[config.mk]
export PLATFORM = sky130hd
export DESIGN_NAME = k10_alu_arbiter
export DESIGN_NICKNAME = d
export VERILOG_FILES = /design/src/rtl/komandara_k10_pkg.sv /design/src/rtl/k10_alu.sv /design/src/rtl/k10_rr_arbiter.sv /design/src/rtl/k10_alu_arbiter.sv
export SDC_FILE = /design/constraint.sdc
export NUM_CORES = 1
export LEC_CHECK = 0
export CAP_MARGIN = 25
export CORE_UTILIZATION = 45
export CTS_BUF_LIST = sky130_fd_sc_hd__clkbuf_16
export DETAILED_ROUTE_END_ITERATION = 8
export DONT_BUFFER_PORTS = 1
export PLACE_DENSITY_LB_ADDON = 0.12
export SLEW_MARGIN = 10
export SYNTH_ARGS = -nofsm -noshare
export SYNTH_HDL_FRONTEND = slang
export SYNTH_HIERARCHICAL = 1
export SYNTH_SLANG_ARGS = --single-unit
[constraint.sdc]
create_clock -name i_clk -period 8.5 [get_ports i_clk]
set_clock_uncertainty 0.1 [all_clocks]
set_input_delay 1.7 -clock i_clk [delete_from_list [all_inputs] [get_ports i_clk]]
set_output_delay 1.7 -clock i_clk [all_outputs]
set_load 0.05 [all_outputs]
[src/rtl/komandara_k10_pkg.sv]
// Shared K10 core types: ALU operation encoding and ALU arbiter limits.
package komandara_k10_pkg;

    typedef enum logic [3:0] {
        ALU_ADD  = 4'd0,
        ALU_SUB  = 4'd1,
        ALU_SLL  = 4'd2,
        ALU_SLT  = 4'd3,
        ALU_SLTU = 4'd4,
        ALU_XOR  = 4'd5,
        ALU_SRL  = 4'd6,
        ALU_SRA  = 4'd7,
        ALU_OR   = 4'd8,
        ALU_AND  = 4'd9
    } alu_op_e;

    // Upper bound on requesters sharing one ALU through k10_alu_arbiter.
    localparam int unsigned K10_ALU_ARB_MAX_REQ = 4;

endpackage

[src/rtl/k10_alu.sv]
// K10 integer ALU: purely combinational, unused encodings return zero.
module k10_alu
    import komandara_k10_pkg::*;
(
    input  alu_op_e     op_i,
    input  logic [31:0] a_i,
    input  logic [31:0] b_i,
    output logic [31:0] result_o
);

    logic signed [31:0] a_s;
    logic signed [31:0] b_s;

    assign a_s = a_i;
    assign b_s = b_i;

    // Select the operation result; shifts use the low five bits of b.
    always_comb begin
        result_o = '0;
        case (op_i)
            ALU_ADD:  result_o = a_i + b_i;
            ALU_SUB:  result_o = a_i - b_i;
            ALU_SLL:  result_o = a_i << b_i[4:0];
            ALU_SLT:  result_o = {31'b0, (a_s < b_s)};
            ALU_SLTU: result_o = {31'b0, (a_i < b_i)};
            ALU_XOR:  result_o = a_i ^ b_i;
            ALU_SRL:  result_o = a_i >> b_i[4:0];
            ALU_SRA:  result_o = 32'(a_s >>> b_i[4:0]);
            ALU_OR:   result_o = a_i | b_i;
            ALU_AND:  result_o = a_i & b_i;
            default:  result_o = '0;
        endcase
    end

endmodule

[src/rtl/k10_rr_arbiter.sv]
// Combinational round-robin picker: first set request at or above ptr_i, wrapping.
module k10_rr_arbiter #(
    parameter int unsigned NUM_REQ = 2,
    localparam int unsigned ID_W   = $clog2(NUM_REQ)
) (
    input  logic [NUM_REQ-1:0] req_i,
    input  logic [ID_W-1:0]    ptr_i,
    output logic [NUM_REQ-1:0] gnt_o,
    output logic [ID_W-1:0]    gnt_idx_o
);

    // Walk the requesters starting from the priority pointer and take the first one.
    always_comb begin
        logic            found;
        logic [ID_W-1:0] idx;
        gnt_o     = '0;
        gnt_idx_o = '0;
        found     = 1'b0;
        idx       = '0;
        for (int unsigned i = 0; i < NUM_REQ; i++) begin
            idx = ID_W'((32'(ptr_i) + i) % NUM_REQ);
            if (!found && req_i[idx]) begin
                found      = 1'b1;
                gnt_o[idx] = 1'b1;
                gnt_idx_o  = idx;
            end
        end
    end

endmodule

[src/rtl/k10_alu_arbiter.sv]
// Shares one k10_alu among NUM_REQ requesters with round-robin grant and a
// single registered response slot (one-cycle latency, 1 op/cycle when drained).
module k10_alu_arbiter
    import komandara_k10_pkg::*;
#(
    parameter int unsigned NUM_REQ = 2,
    localparam int unsigned ID_W   = $clog2(NUM_REQ)
) (
    input  logic               i_clk,
    input  logic               i_rst_n,
    input  logic               i_flush,
    input  logic [NUM_REQ-1:0] i_req_valid,
    output logic [NUM_REQ-1:0] o_req_ready,
    input  alu_op_e            i_req_op [NUM_REQ],
    input  logic [31:0]        i_req_a  [NUM_REQ],
    input  logic [31:0]        i_req_b  [NUM_REQ],
    output logic [NUM_REQ-1:0] o_rsp_valid,
    input  logic [NUM_REQ-1:0] i_rsp_ready,
    output logic [31:0]        o_rsp_result,
    output logic               o_idle
);

    if (NUM_REQ < 2 || NUM_REQ > K10_ALU_ARB_MAX_REQ) begin : g_bad_num_req
        $error("k10_alu_arbiter: NUM_REQ must be in 2..4");
    end

    logic              rsp_full_q,   rsp_full_d;
    logic [ID_W-1:0]   rsp_id_q,     rsp_id_d;
    logic [31:0]       rsp_result_q, rsp_result_d;
    logic [ID_W-1:0]   rr_ptr_q,     rr_ptr_d;

    logic [NUM_REQ-1:0] gnt;
    logic [ID_W-1:0]    gnt_idx;
    logic [31:0]        alu_result;
    logic               rsp_fire;
    logic               can_accept;
    logic               req_fire;

    k10_rr_arbiter #(.NUM_REQ(NUM_REQ)) u_rr (
        .req_i     (i_req_valid),
        .ptr_i     (rr_ptr_q),
        .gnt_o     (gnt),
        .gnt_idx_o (gnt_idx)
    );

    k10_alu u_alu (
        .op_i     (i_req_op[gnt_idx]),
        .a_i      (i_req_a[gnt_idx]),
        .b_i      (i_req_b[gnt_idx]),
        .result_o (alu_result)
    );

    // A pending response that drains this cycle frees the slot for a new grant.
    assign rsp_fire    = rsp_full_q & i_rsp_ready[rsp_id_q];
    assign can_accept  = !i_flush & (!rsp_full_q | rsp_fire);
    assign o_req_ready = gnt & {NUM_REQ{can_accept}};
    assign req_fire    = |o_req_ready;

    // Next state: a new request overwrites the slot; otherwise drain or flush empties it.
    always_comb begin
        rsp_full_d   = rsp_full_q;
        rsp_id_d     = rsp_id_q;
        rsp_result_d = rsp_result_q;
        rr_ptr_d     = rr_ptr_q;
        if (req_fire) begin
            rsp_full_d   = 1'b1;
            rsp_id_d     = gnt_idx;
            rsp_result_d = alu_result;
            rr_ptr_d     = (gnt_idx == ID_W'(NUM_REQ - 1)) ? '0 : gnt_idx + 1'b1;
        end else if (rsp_fire || i_flush) begin
            rsp_full_d   = 1'b0;
        end
    end

    // Response slot and priority pointer; reset discards any pending response.
    always_ff @(posedge i_clk or negedge i_rst_n) begin
        if (!i_rst_n) begin
            rsp_full_q   <= 1'b0;
            rsp_id_q     <= '0;
            rsp_result_q <= '0;
            rr_ptr_q     <= '0;
        end else begin
            rsp_full_q   <= rsp_full_d;
            rsp_id_q     <= rsp_id_d;
            rsp_result_q <= rsp_result_d;
            rr_ptr_q     <= rr_ptr_d;
        end
    end

    // Steer the shared result to its owner only.
    always_comb begin
        o_rsp_valid = '0;
        for (int r = 0; r < NUM_REQ; r++) begin
            o_rsp_valid[r] = rsp_full_q && (rsp_id_q == ID_W'(r));
        end
    end

    assign o_rsp_result = rsp_result_q;
    assign o_idle       = !rsp_full_q;

endmodule

# Word level (Yosys, flattened, before mapping)
# Index checks and enable logic that the tools add are counted.
dict set report totals {
  regBits 35
  inputBits 143
  output_inout_bits 37
  elab_cells 78
}
dict set report classes {
  n_addsub 4
  order_cmp 8
  eq_ne 9
  n_shift 3
  muxes 28
  bitwise 10
  n_reduce_logical 12
}
# op count
set ops {}
lappend ops {{one-hot mux 32 bit (10 select lines)} 1}
lappend ops {{two-way mux 32 bit} 6}
lappend ops {{less-than comparator 32 bit} 2}
lappend ops {{adder 32 bit} 1}
lappend ops {{AND 32 bit} 1}
lappend ops {{OR 32 bit} 1}
lappend ops {{<< shifter 32 x 5 -> 32 bit} 1}
lappend ops {{right shift 32 x 5 -> 32 bit} 1}
lappend ops {{>>> shifter 32 x 5 -> 32 bit} 1}
lappend ops {{subtractor 32 bit} 1}
lappend ops {{bitwise XOR 32 bit} 1}
lappend ops {{== test 4 x 3 -> 1 bit, second input constant} 4}
lappend ops {{two-way mux 1 bit} 14}
lappend ops {{two-way mux 4 bit} 3}
lappend ops {{== test 4 x 2 -> 1 bit, second input constant} 2}
lappend ops {{== test 4 bit, second input constant} 2}
lappend ops {{less-than comparator 1 x 2 -> 1 bit, second input constant} 3}
lappend ops {{logical AND 1 bit} 5}
lappend ops {{== test 4 x 1 -> 1 bit, second input constant} 1}
lappend ops {{zero test 4 bit} 1}
lappend ops {{two-way mux 2 bit} 2}
lappend ops {{zero test 1 bit} 3}
lappend ops {{adder 1 bit, second input constant} 2}
lappend ops {{AND 1 bit} 2}
lappend ops {{11 further kinds} 13}

# Depth between registers and ports, before layout
dict set report logic_depth {
  ltp_word 12
  depth_mapped 23
  ltp_nobuf 17
}

# Hierarchy
# The synthesis kept the hierarchy.
# mod n_inst cells_per_inst area_per_inst_um2 seq_area_each_um2
set modules_own_cells {}
lappend modules_own_cells {k10_alu 1 1287 8064.0 0.0}
lappend modules_own_cells {k10_alu_arbiter 1 160 2168.3 875.8}
lappend modules_own_cells {k10_rr_arbiter 1 4 30.0 0.0}

# Worst setup path after synthesis
# No wires, ideal clock.
dict set report synth_path {
  path_kind {in2reg}
  start {input port i_req_valid[1]}
  end {register rsp_result_q[26] (netlist: o_rsp_result[26])}
  setup_time_ns 0.125
  t_arrival_ns 6.582
  setup_slack_ns 1.693
  path_stages 22
  path_cell_list {a21boi_1 -> clkbuf_1 -> clkbuf_1 -> mux2_2 -> inv_1 -> buf_2 -> buf_2 -> buf_1 -> buf_2 -> ha_1 -> buf_4 -> o21bai_2 -> a2111oi_4 -> o41ai_4 -> o41ai_2 -> nor4_1 -> nor3b_1 -> o41a_1 -> a311oi_2 -> nor3_1 -> a211o_1 -> mux2_2}
}
dict set report synth_between {
  elab_chain_cells 12
  elab_cells_between_ends 43
  cone_classes {add/sub (2); eq/ne (9); shift (3); mux (19); bitwise (6); reduce/logical (4)}
}
# element line_no
set synth_lines {}
lappend synth_lines {{start: declaration} k10_alu_arbiter.sv:12} ;# input logic [NUM_REQ-1:0] i_req_valid,
lappend synth_lines {{two-way mux 1 bit (not written as such) (2 in a row)} k10_rr_arbiter.sv:22} ;# if (!found && req_i[idx]) begin
lappend synth_lines {{two-way mux 1 bit} k10_rr_arbiter.sv:22}
lappend synth_lines {{zero test 1 bit} k10_rr_arbiter.sv:22}
lappend synth_lines {{logical AND 1 bit} k10_rr_arbiter.sv:22}
lappend synth_lines {{two-way mux 1 bit *} k10_rr_arbiter.sv:22}
lappend synth_lines {{NOT 1 -> 2 bit (not written as such) *} {k10_alu_arbiter.sv:47, k10_alu_arbiter.sv:48, k10_alu_arbiter.sv:49}}
lappend synth_lines {{two-way mux 32 bit (not written as such), or another cell as far along (3 in a row)} k10_alu_arbiter.sv:48} ;# .a_i (i_req_a[gnt_idx]),
lappend synth_lines {{subtractor 32 bit, or another cell as far along} k10_alu.sv:22} ;# ALU_SUB: result_o = a_i - b_i;
lappend synth_lines {{one-hot mux 32 bit (10 select lines) *} k10_alu.sv:20} ;# case (op_i)
lappend synth_lines {{net alu_result[26]} k10_alu_arbiter.sv:34} ;# logic [31:0] alu_result;
lappend synth_lines {{end signal: assignment} k10_alu_arbiter.sv:85} ;# rsp_result_q <= rsp_result_d;
lappend synth_lines {{end: declaration} k10_alu_arbiter.sv:29} ;# logic [31:0] rsp_result_q, rsp_result_d;
# The timed path passes the listed nets; every way through them passes the cells marked *. The select of a mux whose other input is x is not followed.
# A chain may end at the register's enable or synchronous reset.

# Worst setup path in the final report
dict set report layout_path {
  start {input port i_req_valid[1]}
  end {register rsp_result_q[31] (netlist: o_rsp_result[31])}
}
# Same word-level chain as after synthesis.

==> summary.md <==
| Metric | Value |
|---|---|
| Final count of hold timing violations | 0 |
| Max_cap viols | 0 |
| Flops & latches, synth | 35 |
| Sw power | approximately 0.0015 W |
| Cell variety after synth | 83 |
| Synth warn | 6 |
| Detailed-route via count | 11494 |
| Average wire per standard cell | 27.5 µm |
| Reg power frac | 0.230 |
| Slew headroom | 0.385 |
| Core Rows | 54 |
| Async set-reset flop share out of synthesis | 1.00 |
| Adder-cell share of the synthesized area | 0.125 |
| Final layout net count | 1615 |
| Die Ht | 153 µm |
| Initial DRC Count | 1564 |
| Chip width | 153 µm |
| Setup Buffers After CTS | 0 |
| Seq/Total Area, Yosys | 0.0853 |
| F_max | 157 MHz |
| Comb pwr share | 0.674 |
| Cts bufs inserted | 5 |
| CP max FO | 26 |
| Synth Flop Type | dfrtp_1 |
| DRT antenna net count | 0 |
| Synth Area in XOR/XNOR | 0.0162 |
| Layout cells sized above 1 | 0.127 |
| Worst reg-to-reg path cell count | 17 |
| Initial antenna violation count | 1 |
| CTS H-tree depth | 2 |
| TritonCTS sink count | 35 |
| Final setup vio count | 0 |
| Worst R2R Start | rr_ptr_q |
| Avg Cell Area, Syn | 7.07 µm² |
| P_int | between 0.0009 and 0.001 W |
| Reg-to-reg slack, setup | 3040 ps |
| Post-synthesis mux area share | 0.188 |
| Leakage | 4.55 nW |
| Synth Area in Compound Gates | 0.320 |
| Met3 GRT Util | 0.0655 |
| Outcome | finished, final reports clean |
| Number of flops mapped to enable cells by yosys | 0 |
| Most common cell after layout, fill and taps aside | nor2_1 |
| Vias in the first global route | 10322 |
| RSZ-0062 raised after global routing | no |
| Drt total wl | 45500 µm |
| Sw frac | 0.600 |
| N_diodes | 0 |
| CTS root buffer | clkbuf_16 |
| Initial Util | 0.464 |
| Tightest Pin Transition | roughly 920 ps |
| Gpl congestion | 1.06 |
| Commonest non-fill, non-tap cells in the layout | nor2_1, o21ai_0, a21oi_1 |
| CP arrival | 6450 ps |
| GRT met1 Usage | 0.541 |
| Synth Area in Simple Gates | 0.184 |
| Minimum clock period | 6390 ps |
| Worst hold start | rr_ptr_q |
| Clock network power share | 0.096 |
| Area grow syn2layout | 2.65% |
| FILL cells | ~2300 |
| Slew Viols, Final | 0 |
| WP data required | between 8000 and 9000 ps |
| DRC | 0 |
| CTS tree | yes |
| Pre-Repair DR Iteration Count | 6 |
| All-Layer GR Usage | 0.379 |
| Type of the tightest min-delay check | reg -> reg |
| Mapped Cells | 1451 |
| Die Area | 23400 µm² |
| PortBufs | 0 |
| Resize count post-CTS | 0 |
| Placeable Area | 22100 µm² |
| Setup crit start | i_req_valid[1] |
| Area taken by multi-input logic gates | 8590 µm² |
| Worst-path clk slew | 50 ps |
| GRT busiest layer | met2 |
| Mapped cell area | 10300 µm² |
| FF+latch area | 876 µm² |
| WS Path Type | in -> reg |
| Synthesized net count | 1695 |
| Worst Hold Depth | 2 |
| Power per cell area | 235 nW/µm² |
| Tcrit/Tclk final | 0.752 |
| Final setup TNS | 0 ps |
| Detailed placer's ending HPWL | approximately 36000 µm |
| Startpoint types | input port |
| Largest net degree at the start of global routing | 72 |
| GR Overflow Total | 0 |
| Clk_lat worst skew | 280 ps |
| CTS Hold Bufs | 0 |
| Maximum vdd ir drop | approximately 0.12 mV |
| Met2 Usage GRT | 0.567 |
| Vias per cell | approximately 7 |
| I/O Pins | 180 |
| Fin util | 0.477 |
| Worst Setup End Kind | flop |
| Combinational family with the most area after synthesis | compound AO/OA/AOI/OAI gates |
| Clock Path Buffers | 2 |
| First-pass GRT wire length | approximately 67000 µm |
[critical path, cell delays in order]
cell and delay (ps):
a21boi_4 410, buf_4 380, mux2_2 390, inv_2 350, ha_1 360, a211o_1 310
a211oi_1 490, o31a_1 300, a21o_1 270, a21oi_1 160, a221o_1 420, a41oi_1 260
o41ai_2 120, xnor2_1 150, o211ai_1 90, mux2_2 280
[metal layers]
metal  up-vias  routed length (µm)
li1       5132                   -
met2       780               18900
met1      5486               19500
met4         0                2020
met3        96                5070
met5         -                   0
[flip-flops by register name, indices dropped and copies added (netlist names)]
signal        count
rsp_id_q          1
rsp_full_q        1
o_rsp_result     32
rr_ptr_q          1
[cells in the mapped netlist (5+ instances only)]
cell / instances / share of area
a211oi_1: 22 / 0.016
a221o_1: 8 / 0.0078
a21o_1: 24 / 0.018
a21oi_1: 130 / 0.063
nor3_1: 27 / 0.013
ha_1: 99 / 0.12
o211ai_1: 27 / 0.020
mux4_2: 5 / 0.011
a31oi_1: 22 / 0.013
o31ai_1: 5 / 0.0037
nor3b_1: 8 / 0.0059
nand3_1: 25 / 0.012
a221oi_1: 19 / 0.016
mux2_2: 110 / 0.12
nor4_1: 10 / 0.0061
nor2b_1: 12 / 0.0073
nand2b_1: 14 / 0.0085
nand2_1: 105 / 0.038
dfrtp_1: 35 / 0.085
o21bai_1: 9 / 0.0066
o221ai_1: 13 / 0.011
nor2_1: 186 / 0.068
clkbuf_1: 65 / 0.024
o22ai_1: 10 / 0.0061
mux2i_1: 56 / 0.055
and2_1: 7 / 0.0043
a211o_1: 13 / 0.011
buf_2: 20 / 0.0098
o21ai_0: 133 / 0.065
xnor2_1: 16 / 0.014
o2111ai_1: 6 / 0.0051
buf_1: 19 / 0.0069
inv_1: 92 / 0.034
buf_6: 5 / 0.0055
[power groups by stage]
stage	Combinational (W)	Sequential, W	Clock, W
floorplan	0.00117	0.000552	0
global placement	0.00160	0.000575	0
detailed placement	0.00160	0.000576	0
CTS	0.00161	0.000572	0.000240
global route	0.00177	0.000579	0.000250
finish	0.00167	0.000569	0.000237
[cell families (layout without fill, tap and decap cells)]
| family | count (synthesis) | after routing |
|---|---|---|
| AOI/OAI and AO/OA | 497 | 497 |
| and+or+nand+nor | 422 | 422 |
| buffers and inverters | 204 | 125 |
| muxes | 173 | 173 |
| adders and majority gates | 101 | 101 |
| DFF | 35 | 35 |
| xor gates and xnor gates | 19 | 19 |
[area by class of cell]
| type | count | share of cell area |
|---|---|---|
| clock buffers | 5 | 0.0119 |
| multi-input cells | 1212 | 0.815 |
| flip-flops and latches | 35 | 0.0831 |
| well taps | 280 | 0.0333 |
| inverters | 93 | 0.0331 |
| clock inverters | 3 | 0.00606 |
| repair buffers | 24 | 0.0171 |
[through the flow]
step | hold WS, ps | setup WS [ps] | instance area (µm²) | instances | power [W]
after floorplan | 425 | 1690 | 10300 | 1451 | 0.00172
after global placement | 455 | 1970 | 10300 | 1644 | 0.00218
after detailed placement | 462 | 1840 | 10300 | 1644 | 0.00218
after CTS | 471 | 2140 | 10500 | 1652 | 0.00242
after global routing | 509 | 1830 | 10500 | 1652 | 0.00260
final | 466 | 2110 | 10500 | 1652 | 0.00247
[final timing paths]
check | endpoint
max reg2reg | o_rsp_result[31]
min in group asynchronous | o_rsp_result[28]
max in group asynchronous | o_rsp_result[25]
max | o_rsp_result[31]
min | rr_ptr_q
min reg2reg | rr_ptr_q
(Power assumes the default switching activity.)
